===== src/rtl/pipe_pkg.sv =====
// Shared types and constants for the pipeline control slice.
//   state_e   : sequencer states of pipe_ctrl.
//   ctrl_t    : bundle of the stage-register controls driven by pipe_ctrl.
//   NOP_INSTR : encoding loaded into a stage register when it is flushed.
package pipe_pkg;

    typedef enum logic [1:0] {
        RUN,       // normal operation
        MDU_WAIT,  // multi-cycle MUL/DIV in flight
        MDU_HOLD   // MDU result ready, pipeline still frozen by memory
    } state_e;

    // addi x0, x0, 0
    localparam logic [31:0] NOP_INSTR = 32'h0000_0013;

    typedef struct packed {
        logic mdu_start;
        logic pc_en;
        logic if_id_en;
        logic id_ex_en;
        logic ex_mem_en;
        logic mem_wb_en;
        logic if_id_flush;
        logic id_ex_flush;
        logic ex_mem_flush;
    } ctrl_t;

    localparam ctrl_t CTRL_FREEZE = '0;

    localparam ctrl_t CTRL_ADVANCE = '{
        mdu_start: 1'b0, pc_en: 1'b1, if_id_en: 1'b1, id_ex_en: 1'b1,
        ex_mem_en: 1'b1, mem_wb_en: 1'b1,
        if_id_flush: 1'b0, id_ex_flush: 1'b0, ex_mem_flush: 1'b0};

    // Front end held, bubble fed into MEM while the MDU works.
    localparam ctrl_t CTRL_MDU_STALL = '{
        mdu_start: 1'b0, pc_en: 1'b0, if_id_en: 1'b0, id_ex_en: 1'b0,
        ex_mem_en: 1'b1, mem_wb_en: 1'b1,
        if_id_flush: 1'b0, id_ex_flush: 1'b0, ex_mem_flush: 1'b1};

    // Squash the two wrong-path instructions behind a taken branch.
    localparam ctrl_t CTRL_BRANCH = '{
        mdu_start: 1'b0, pc_en: 1'b1, if_id_en: 1'b1, id_ex_en: 1'b1,
        ex_mem_en: 1'b1, mem_wb_en: 1'b1,
        if_id_flush: 1'b1, id_ex_flush: 1'b1, ex_mem_flush: 1'b0};

    // Hold PC and IF/ID for one cycle, insert one bubble into ID/EX.
    localparam ctrl_t CTRL_LOAD_USE = '{
        mdu_start: 1'b0, pc_en: 1'b0, if_id_en: 1'b0, id_ex_en: 1'b1,
        ex_mem_en: 1'b1, mem_wb_en: 1'b1,
        if_id_flush: 1'b0, id_ex_flush: 1'b1, ex_mem_flush: 1'b0};

endpackage


===== src/rtl/pipe_ctrl_hazard_detect.sv =====
// hazard_detect: combinational load-use compare between the instruction in
// ID and a load in EX. A load to x0 never creates a dependency.
//   id_rs1/id_rs2           : source register indices in ID
//   id_rs1_used/id_rs2_used : the source is actually read
//   ex_rd, ex_is_load       : destination and load flag of EX
//   load_use                : ID must wait one cycle for the load data
module hazard_detect
    import pipe_pkg::*;
#(
    parameter int REG_AW = 5
) (
    input  logic [REG_AW-1:0] id_rs1,
    input  logic [REG_AW-1:0] id_rs2,
    input  logic              id_rs1_used,
    input  logic              id_rs2_used,
    input  logic [REG_AW-1:0] ex_rd,
    input  logic              ex_is_load,
    output logic              load_use
);

    logic rs1_hit;
    logic rs2_hit;

    assign rs1_hit  = id_rs1_used && (id_rs1 == ex_rd);
    assign rs2_hit  = id_rs2_used && (id_rs2 == ex_rd);
    assign load_use = ex_is_load && (ex_rd != '0) && (rs1_hit || rs2_hit);

endmodule


===== src/rtl/pipe_ctrl.sv =====
// pipe_ctrl: stall/flush sequencer for the 5-stage RV32 pipeline.
// Drives the PC and IF/ID, ID/EX, EX/MEM, MEM/WB write-enables and flushes.
// Hazard priority: memory freeze > MDU stall > taken branch > load-use.
// A memory wait that reaches TIMEOUT cycles raises a one-cycle bus_err and
// lets the pipeline advance as if the access had completed.
//   Inputs : ID sources, EX destination/type, branch result, memory
//            handshake (mem_req/mem_ready), MDU completion (mdu_done).
//   Outputs: mdu_start, five stage enables, three flushes, bus_err.
//            All outputs are combinational and forced to 0 during reset.
// TIMEOUT must satisfy 1 <= TIMEOUT < 2**CNT_W.
module pipe_ctrl
    import pipe_pkg::*;
#(
    parameter int REG_AW  = 5,
    parameter int TIMEOUT = 255,
    parameter int CNT_W   = 8
) (
    input  logic              clk,
    input  logic              rst_n,
    input  logic [REG_AW-1:0] id_rs1,
    input  logic [REG_AW-1:0] id_rs2,
    input  logic              id_rs1_used,
    input  logic              id_rs2_used,
    input  logic [REG_AW-1:0] ex_rd,
    input  logic              ex_is_load,
    input  logic              ex_is_mdu,
    input  logic              ex_br_taken,
    input  logic              mem_req,
    input  logic              mem_ready,
    input  logic              mdu_done,
    output logic              mdu_start,
    output logic              pc_en,
    output logic              if_id_en,
    output logic              id_ex_en,
    output logic              ex_mem_en,
    output logic              mem_wb_en,
    output logic              if_id_flush,
    output logic              id_ex_flush,
    output logic              ex_mem_flush,
    output logic              bus_err
);

    localparam logic [CNT_W-1:0] WAIT_LAST = CNT_W'(TIMEOUT - 1);

    state_e           state_q, state_d;
    logic [CNT_W-1:0] wait_cnt_q, wait_cnt_d;
    logic             load_use;
    logic             mem_freeze;
    logic             timeout_hit;
    logic             freeze;
    ctrl_t            ctrl;

    hazard_detect #(.REG_AW(REG_AW)) u_hazard_detect (
        .id_rs1      (id_rs1),
        .id_rs2      (id_rs2),
        .id_rs1_used (id_rs1_used),
        .id_rs2_used (id_rs2_used),
        .ex_rd       (ex_rd),
        .ex_is_load  (ex_is_load),
        .load_use    (load_use)
    );

    assign mem_freeze  = mem_req && !mem_ready;
    assign timeout_hit = mem_freeze && (wait_cnt_q == WAIT_LAST);
    // On timeout everything behaves as though the access completed.
    assign freeze      = mem_freeze && !timeout_hit;

    // NOTE: sequential state uses non-blocking assignments so every register
    // samples pre-edge values regardless of process ordering.
    always_ff @(posedge clk or negedge rst_n) begin
        if (!rst_n) begin
            state_q    <= RUN;
            wait_cnt_q <= '0;
        end else begin
            state_q    <= state_d;
            wait_cnt_q <= wait_cnt_d;
        end
    end

    // NOTE: every variable gets a default at the top of the combinational
    // block so no path leaves it unassigned and no latch is inferred.
    always_comb begin
        state_d    = state_q;
        wait_cnt_d = freeze ? wait_cnt_q + 1'b1 : '0;
        unique case (state_q)
            RUN:      if (ex_is_mdu && !freeze) state_d = MDU_WAIT;
            MDU_WAIT: if (mdu_done) state_d = freeze ? MDU_HOLD : RUN;
            MDU_HOLD: if (!freeze) state_d = RUN;
            default:  state_d = RUN;
        endcase
    end

    // Reset is folded in here because the outputs are purely combinational
    // and must read 0 the moment rst_n drops, not at the next edge.
    always_comb begin
        ctrl = CTRL_ADVANCE;
        if (!rst_n) begin
            ctrl = CTRL_FREEZE;
        end else if (freeze) begin
            ctrl = CTRL_FREEZE;
        end else begin
            unique case (state_q)
                RUN: begin
                    if (ex_is_mdu) begin
                        ctrl           = CTRL_MDU_STALL;
                        ctrl.mdu_start = 1'b1;
                    end else if (ex_br_taken) begin
                        ctrl = CTRL_BRANCH;
                    end else if (load_use) begin
                        ctrl = CTRL_LOAD_USE;
                    end
                end
                // On mdu_done EX/MEM captures the result: plain advance.
                MDU_WAIT: ctrl = mdu_done ? CTRL_ADVANCE : CTRL_MDU_STALL;
                MDU_HOLD: ctrl = CTRL_ADVANCE;
                default:  ctrl = CTRL_FREEZE;
            endcase
        end
    end

    assign mdu_start    = ctrl.mdu_start;
    assign pc_en        = ctrl.pc_en;
    assign if_id_en     = ctrl.if_id_en;
    assign id_ex_en     = ctrl.id_ex_en;
    assign ex_mem_en    = ctrl.ex_mem_en;
    assign mem_wb_en    = ctrl.mem_wb_en;
    assign if_id_flush  = ctrl.if_id_flush;
    assign id_ex_flush  = ctrl.id_ex_flush;
    assign ex_mem_flush = ctrl.ex_mem_flush;
    assign bus_err      = rst_n && timeout_hit;

endmodule


===== config.mk =====
export PLATFORM = sky130hd
export DESIGN_NAME = pipe_ctrl
export DESIGN_NICKNAME = d
export VERILOG_FILES = /design/src/rtl/pipe_pkg.sv /design/src/rtl/pipe_ctrl_hazard_detect.sv /design/src/rtl/pipe_ctrl.sv
export SDC_FILE = /design/constraint.sdc
export NUM_CORES = 1
export LEC_CHECK = 0
export CELL_PAD_IN_SITES_DETAIL_PLACEMENT = 1
export CELL_PAD_IN_SITES_GLOBAL_PLACEMENT = 1
export CORE_ASPECT_RATIO = 0.9
export CORE_MARGIN = 2
export CORE_UTILIZATION = 25
export CTS_BUF_LIST = sky130_fd_sc_hd__clkbuf_4 sky130_fd_sc_hd__clkbuf_8 sky130_fd_sc_hd__clkbuf_16
export DETAILED_ROUTE_END_ITERATION = 6
export PLACE_DENSITY = 0.75
export SLEW_MARGIN = 15
export SYNTH_ARGS = -nofsm -noshare
export SYNTH_HDL_FRONTEND = slang
export SYNTH_SLANG_ARGS = --single-unit

===== constraint.sdc =====
create_clock -name clk -period 7.05 [get_ports clk]
set_input_delay 2.115 -clock clk [delete_from_list [all_inputs] [get_ports clk]]
set_output_delay 2.115 -clock clk [all_outputs]
set_load 0.005 [all_outputs]

# [Word level (Yosys, flattened, before mapping)]
# Cells that the tools add are included.
# Widths: inputs -> output; s select.
[classes] reduce_logical=16 n_mux=13 n_eq_ne=8 add_sub_neg=1
[ops] cell="$mux 8" n=4
[ops] cell="$mux 9" n=3
[ops] cell="$pmux 9 s3" n=1
[ops] cell="$eq 5x5->1" n=2
[ops] cell="$logic_and 1x1->1" n=9
[ops] cell="$add 8x1->8 const B" n=1
[ops] cell="$eq 8x8->1 const B" n=1
[ops] cell="$mux 2" n=4
[ops] cell="$ne 2x2->1 const B" n=3
[ops] cell="$pmux 2 s3" n=1
[ops] cell="$reduce_bool 5->1" n=1
[ops] cell="$logic_not 1->1" n=3
[ops] cell="$reduce_and 3->1" n=1
[ops] cell="$eq 2x1->1 const B" n=1
[ops] cell="$eq 2x2->1 const B" n=1
[ops] cell="$logic_not 2->1" n=1
[ops] cell="$logic_or 1x1->1" n=1
[totals] regBits=10 inputBits=25

# [Longest topological paths before layout]
[depth] word_depth=10 ltp_mapped=6

# [Cells and area by module]
# From an unflattened synthesis, not the netlist that was laid out.
[hier_totals] hier_cells=88 hier_area_um2=768.2
[modules_own_cells] module="pipe_ctrl" instances=1 cells_per_inst=71 area_each_um2=634.4 seq_area_each_um2=250.2
[modules_own_cells] module="hazard_detect" instances=1 cells_per_inst=17 area_each_um2=133.9 seq_area_each_um2=0.0

# [Least setup slack after synthesis]
# No wires, ideal clock.
[synth_timing] kind="input-to-output" startpoint="in ex_rd[1]" endpoint="out pc_en" arrival_ps=3177 stages=4 n_path_buf=1 setup_slack_ps=1758 cell_sequence="or4_1 -> o21a_1 -> a31oi_1 -> buf_4"
[synth_via] elab_chain_len=10 elab_cells_between_ends=14 classes_between="eq/ne: 2; mux: 6; reduce/logical: 6"
[synth_lines] element="start: declaration" line_no="pipe_ctrl.sv:24" text="input logic [REG_AW-1:0] ex_rd,"
[synth_lines] element="$eq 5x5->1, on equally long branches" line_no="pipe_ctrl_hazard_detect.sv:24, pipe_ctrl_hazard_detect.sv:25"
[synth_lines] element="$logic_and 1x1->1, on equally long branches" line_no="pipe_ctrl_hazard_detect.sv:24, pipe_ctrl_hazard_detect.sv:25"
[synth_lines] element="$logic_or 1x1->1" line_no="pipe_ctrl_hazard_detect.sv:26" text="assign load_use = ex_is_load && (ex_rd != '0) && (rs1_hit || rs2_hit);"
[synth_lines] element="$logic_and 1x1->1 (*)" line_no="pipe_ctrl_hazard_detect.sv:26"
[synth_lines] element="$mux 8 (*)" line_no="pipe_ctrl.sv:109" text="end else if (load_use) begin"
[synth_lines] element="$mux 8 (*)" line_no="pipe_ctrl.sv:107" text="end else if (ex_br_taken) begin"
[synth_lines] element="$mux 9 (*)" line_no="pipe_ctrl.sv:104" text="if (ex_is_mdu) begin"
[synth_lines] element="$pmux 9 s3 (*)" line_no="pipe_ctrl.sv:102" text="unique case (state_q)"
[synth_lines] element="$mux 9 (*)" line_no="pipe_ctrl.sv:99" text="end else if (freeze) begin"
[synth_lines] element="$mux 9 (*)" line_no="pipe_ctrl.sv:97" text="if (!rst_n) begin"
[synth_lines] element="end: declaration" line_no="pipe_ctrl.sv:32" text="output logic pc_en,"
# Mark *: on every way between the ends. The rest lies on a longest branch, timed or not.

# [Worst setup path in the final report]
[layout_timing] startpoint="in ex_rd[1]" endpoint="out if_id_en"
[layout_via] elab_chain_len=10 elab_cells_between_ends=14 classes_between="eq/ne: 2; mux: 6; reduce/logical: 6"
[layout_lines] element="$eq 5x5->1, on equally long branches" line_no="pipe_ctrl_hazard_detect.sv:24, pipe_ctrl_hazard_detect.sv:25"
[layout_lines] element="$logic_and 1x1->1, on equally long branches" line_no="pipe_ctrl_hazard_detect.sv:24, pipe_ctrl_hazard_detect.sv:25"
[layout_lines] element="$logic_or 1x1->1" line_no="pipe_ctrl_hazard_detect.sv:26"
[layout_lines] element="$logic_and 1x1->1 (*)" line_no="pipe_ctrl_hazard_detect.sv:26"
[layout_lines] element="$mux 8 (*)" line_no="pipe_ctrl.sv:109"
[layout_lines] element="$mux 8 (*)" line_no="pipe_ctrl.sv:107"
[layout_lines] element="$mux 9 (*)" line_no="pipe_ctrl.sv:104"
[layout_lines] element="$pmux 9 s3 (*)" line_no="pipe_ctrl.sv:102"
[layout_lines] element="$mux 9 (*)" line_no="pipe_ctrl.sv:99"
[layout_lines] element="$mux 9 (*)" line_no="pipe_ctrl.sv:97"
[layout_lines] element="end: declaration" line_no="pipe_ctrl.sv:33" text="output logic if_id_en,"
# Marked as above.

==> qor_table.md <==
| Item | Value |
| --- | --- |
| Status | finished clean |
| Dominant synthesized flop cell | sky130_fd_sc_hd__dfrtp_1 |
| Startpoint of the worst-slack reg-to-reg timing path | wait_cnt_q[0]$_DFF_PN0_ |
| Total of endpoints with negative setup slack in the final report | 0 |
| Peak fanout along the critical path | 3 |
| Crit Reg-Reg Endpoint | state_q[0]$_DFFE_PN0P_ |
| Number of clock sinks | 10 |
| Total core area | 2770 um^2 |
| Power density over the cells | 140 nW/um^2 |
| Worst slew margin relative to its limit | 0.726 |
| Clock slew at the register clock pins of the worst setup and hold paths | 0.07 ns |
| Largest buffer count on any clock path | 2 |
| LEAKAGE | 0.458 nW |
| Mean Syn Cell Area | 8.80 um^2 |
| Iteration-0 DRC count of the detailed router | 17 |
| Share of flip-flops with an asynchronous set or reset after synthesis | 1.00 |
| Net count, final | 148 |
| Maximum number of pins on one net before global-route repair | 14 |
| Tcrit/Tclk final | 0.877 |
| Syn Inst Count | 84 |
| Hold Path Sink | state_q[0]$_DFFE_PN0P_ |
| Post-synth EDFFs | 0 |
| Row count | 18 |
| Filler cells | 344 |
| Number of placed I/O pins | 35 |
| Setup tns final | 0 ns |
| Count of pins over their slew limit | 0 |
| Worst Hold Path Cells | 1 |
| Number of distinct library cell variants in the gate-level netlist after synthesis | 30 |
| Root buffer cell | sky130_fd_sc_hd__clkbuf_4 |
| Insertion delay to the later sink of the worst-skew pair | 0.27 ns |
| Post-layout minimum cycle time | 6.18 ns |
| Syn Nets | 111 |
| Total DRC errors in the routed layout | 0 |
| Number of vias in the routed layout | 732 |
| Synthesis-to-layout area growth | 55.7% |
| GRT Resource Usage Total | 0.133 |
| Final Hold Violating Endpoints | 0 |
| Length of the first detailed-routing pass in iterations | 4 |
| Synthesized flop and latch total | 10 |
| Depth of the worst register-to-register path | 5 |
| Hold Startpoint | state_q[1]$_DFFE_PN0P_ |
| Layout cell share with drive strength beyond 1 | 0.0667 |
| Largest vdd supply drop | 0.000102 V |
| Wire length of the first global-routing pass | 3440 um |
| Die Ht | 55.6 um |
| Crit start category | input port |
| Die width | 61.3 um |
| DPL Wire Length | 1720 um |
| Average wire length per cell after detail routing | 13.2 um |
| Slew at the pin closest to its max-slew limit | 0.411 ns |
| Critical Path End Type | output pin |
| Sequential-to-total area share from yosys stat | 0.338 |
| Total gr overflow | 0 |
| Number of antenna violations at the first check in global routing | 0 |
| Final weighted congestion in routability-driven placement | 0.746 |
| Via density per instance | 4.58 |
| Path type of the worst min-delay path | reg -> reg |
| R2r setup slk | 5.54 ns |
| Fin Clk Skew | 0.00299 ns |
| Post-CTS resize count | 0 |
| CP Data Required Time | 4.93 ns |
| Highest clock rate | 162 MHz |
| Via count of the first global-routing pass | 786 |
| Effective utilization at floorplan | 0.267 |
| Count of buffers inserted at the top-level ports | 34 |
| Setup Buffers After CTS | 0 |
| CTS Hold Bufs | 0 |
| Cell Area, Synth | 739 um^2 |
| Arrival time of the worst setup path | 4.07 ns |
| Full die area | 3410 um^2 |
| Total wirelength of the detailed-routed design | 2120 um |
| CTS tree | built |
| Max capacitance violation total | 0 |
| Unrepaired setup endpoints after global routing | no |
| Number of clock buffers inserted by TritonCTS | 3 |
| Post-route core utilization | 0.416 |
| Antenna diode instance count | 0 |
| H-Tree Level Count | 1 |
| Critical setup path kind | in -> out |
| Final antenna-violating net count | 0 |
| Count of warnings emitted by yosys | 0 |
metrics by stage:
step / instance area [um^2] / worst slack [ns] / cells / power [mW] / hold WS (ns)
final: 1150 / 0.865 / 160 / 0.161 / 0.543
after global routing: 1150 / 0.693 / 160 / 0.170 / 0.571
after CTS: 1150 / 0.851 / 160 / 0.164 / 0.544
after detailed placement: 1110 / 0.850 / 156 / 0.110 / 0.535
after global placement: 1110 / 0.883 / 156 / 0.108 / 0.510
after floorplan: 739 / 1.76 / 84 / 0.0823 / 0.470
cell type report:
class                           count  area [um^2]  share of cell area
Timing Repair Buffer               35          348               0.302
Sequential cell                    10          250               0.217
Multi-Input combinational cell     67          452               0.392
Inverter                            4         15.0              0.0130
Clock buffer                        4         36.3              0.0315
Tap cell                           40         50.0              0.0435
logic make-up after synthesis:
kind of cell	share of synthesized area
simple gates	0.303
fa+ha+maj	0.0338
flops	0.338
xor+xnor	0.190
compound gates	0.0846
buf+inv	0.0508
cell usage in the layout, fill, tap and decap left out, types with 3 or more instances in the layout:
cell type                         count
sky130_fd_sc_hd__nand2_1              4
sky130_fd_sc_hd__inv_1                4
sky130_fd_sc_hd__nand3_1              4
sky130_fd_sc_hd__dfrtp_1             10
sky130_fd_sc_hd__xor2_1               5
sky130_fd_sc_hd__clkbuf_4             3
sky130_fd_sc_hd__nand4_1              5
sky130_fd_sc_hd__nor2_1              13
sky130_fd_sc_hd__xnor2_1             11
sky130_fd_sc_hd__clkdlybuf4s50_1     34
power by group:
| group | internal (mW) | leakage [nW] | switching, mW |
|---|---|---|---|
| Sequential | 0.0591 | 0.137 | 0.00303 |
| Clock | 0.0314 | 0.0210 | 0.0216 |
| Combinational | 0.0287 | 0.300 | 0.0173 |
state kept, by name, summed over array words and instances (netlist names):
name	count
wait_cnt_q	8
state_q	2
synth_stat cells (2+ instances only):
master / number / area share
sky130_fd_sc_hd__and2b_1: 2 / 0.020
sky130_fd_sc_hd__and3_1: 2 / 0.017
sky130_fd_sc_hd__buf_4: 3 / 0.030
sky130_fd_sc_hd__dfrtp_1: 10 / 0.34
sky130_fd_sc_hd__ha_1: 2 / 0.034
sky130_fd_sc_hd__inv_1: 4 / 0.020
sky130_fd_sc_hd__nand2_1: 4 / 0.020
sky130_fd_sc_hd__nand3_1: 4 / 0.027
sky130_fd_sc_hd__nand4_1: 5 / 0.042
sky130_fd_sc_hd__nor2_1: 13 / 0.066
sky130_fd_sc_hd__o21ai_0: 2 / 0.014
sky130_fd_sc_hd__xnor2_1: 11 / 0.13
sky130_fd_sc_hd__xor2_1: 5 / 0.059
layer usage:
layer / wire [um] / part of all wire / global-route usage
met5: 0 / 0 / 0
met4: 32 / 0.015 / 0.0621
met3: 192 / 0.091 / 0.0256
met2: 954 / 0.45 / 0.210
met1: 936 / 0.44 / 0.169
worst max-delay path, cell delays in order:
cell	delay, ns
sky130_fd_sc_hd__clkdlybuf4s50_1	0.47
sky130_fd_sc_hd__or4_1	0.55
sky130_fd_sc_hd__o21a_1	0.20
sky130_fd_sc_hd__a31oi_1	0.20
sky130_fd_sc_hd__clkdlybuf4s50_1	0.53
worst max-delay path by stage:
stage               startpoint        to  slack, ns
finish                ex_rd[1]  if_id_en       0.87
global route         mem_ready  if_id_en       0.69
CTS                   ex_rd[1]  if_id_en       0.85
detailed placement    ex_rd[1]  if_id_en       0.85
global placement      ex_rd[1]  if_id_en       0.88
floorplan             ex_rd[1]     pc_en       1.76
Power figures use the tool's default switching activity.
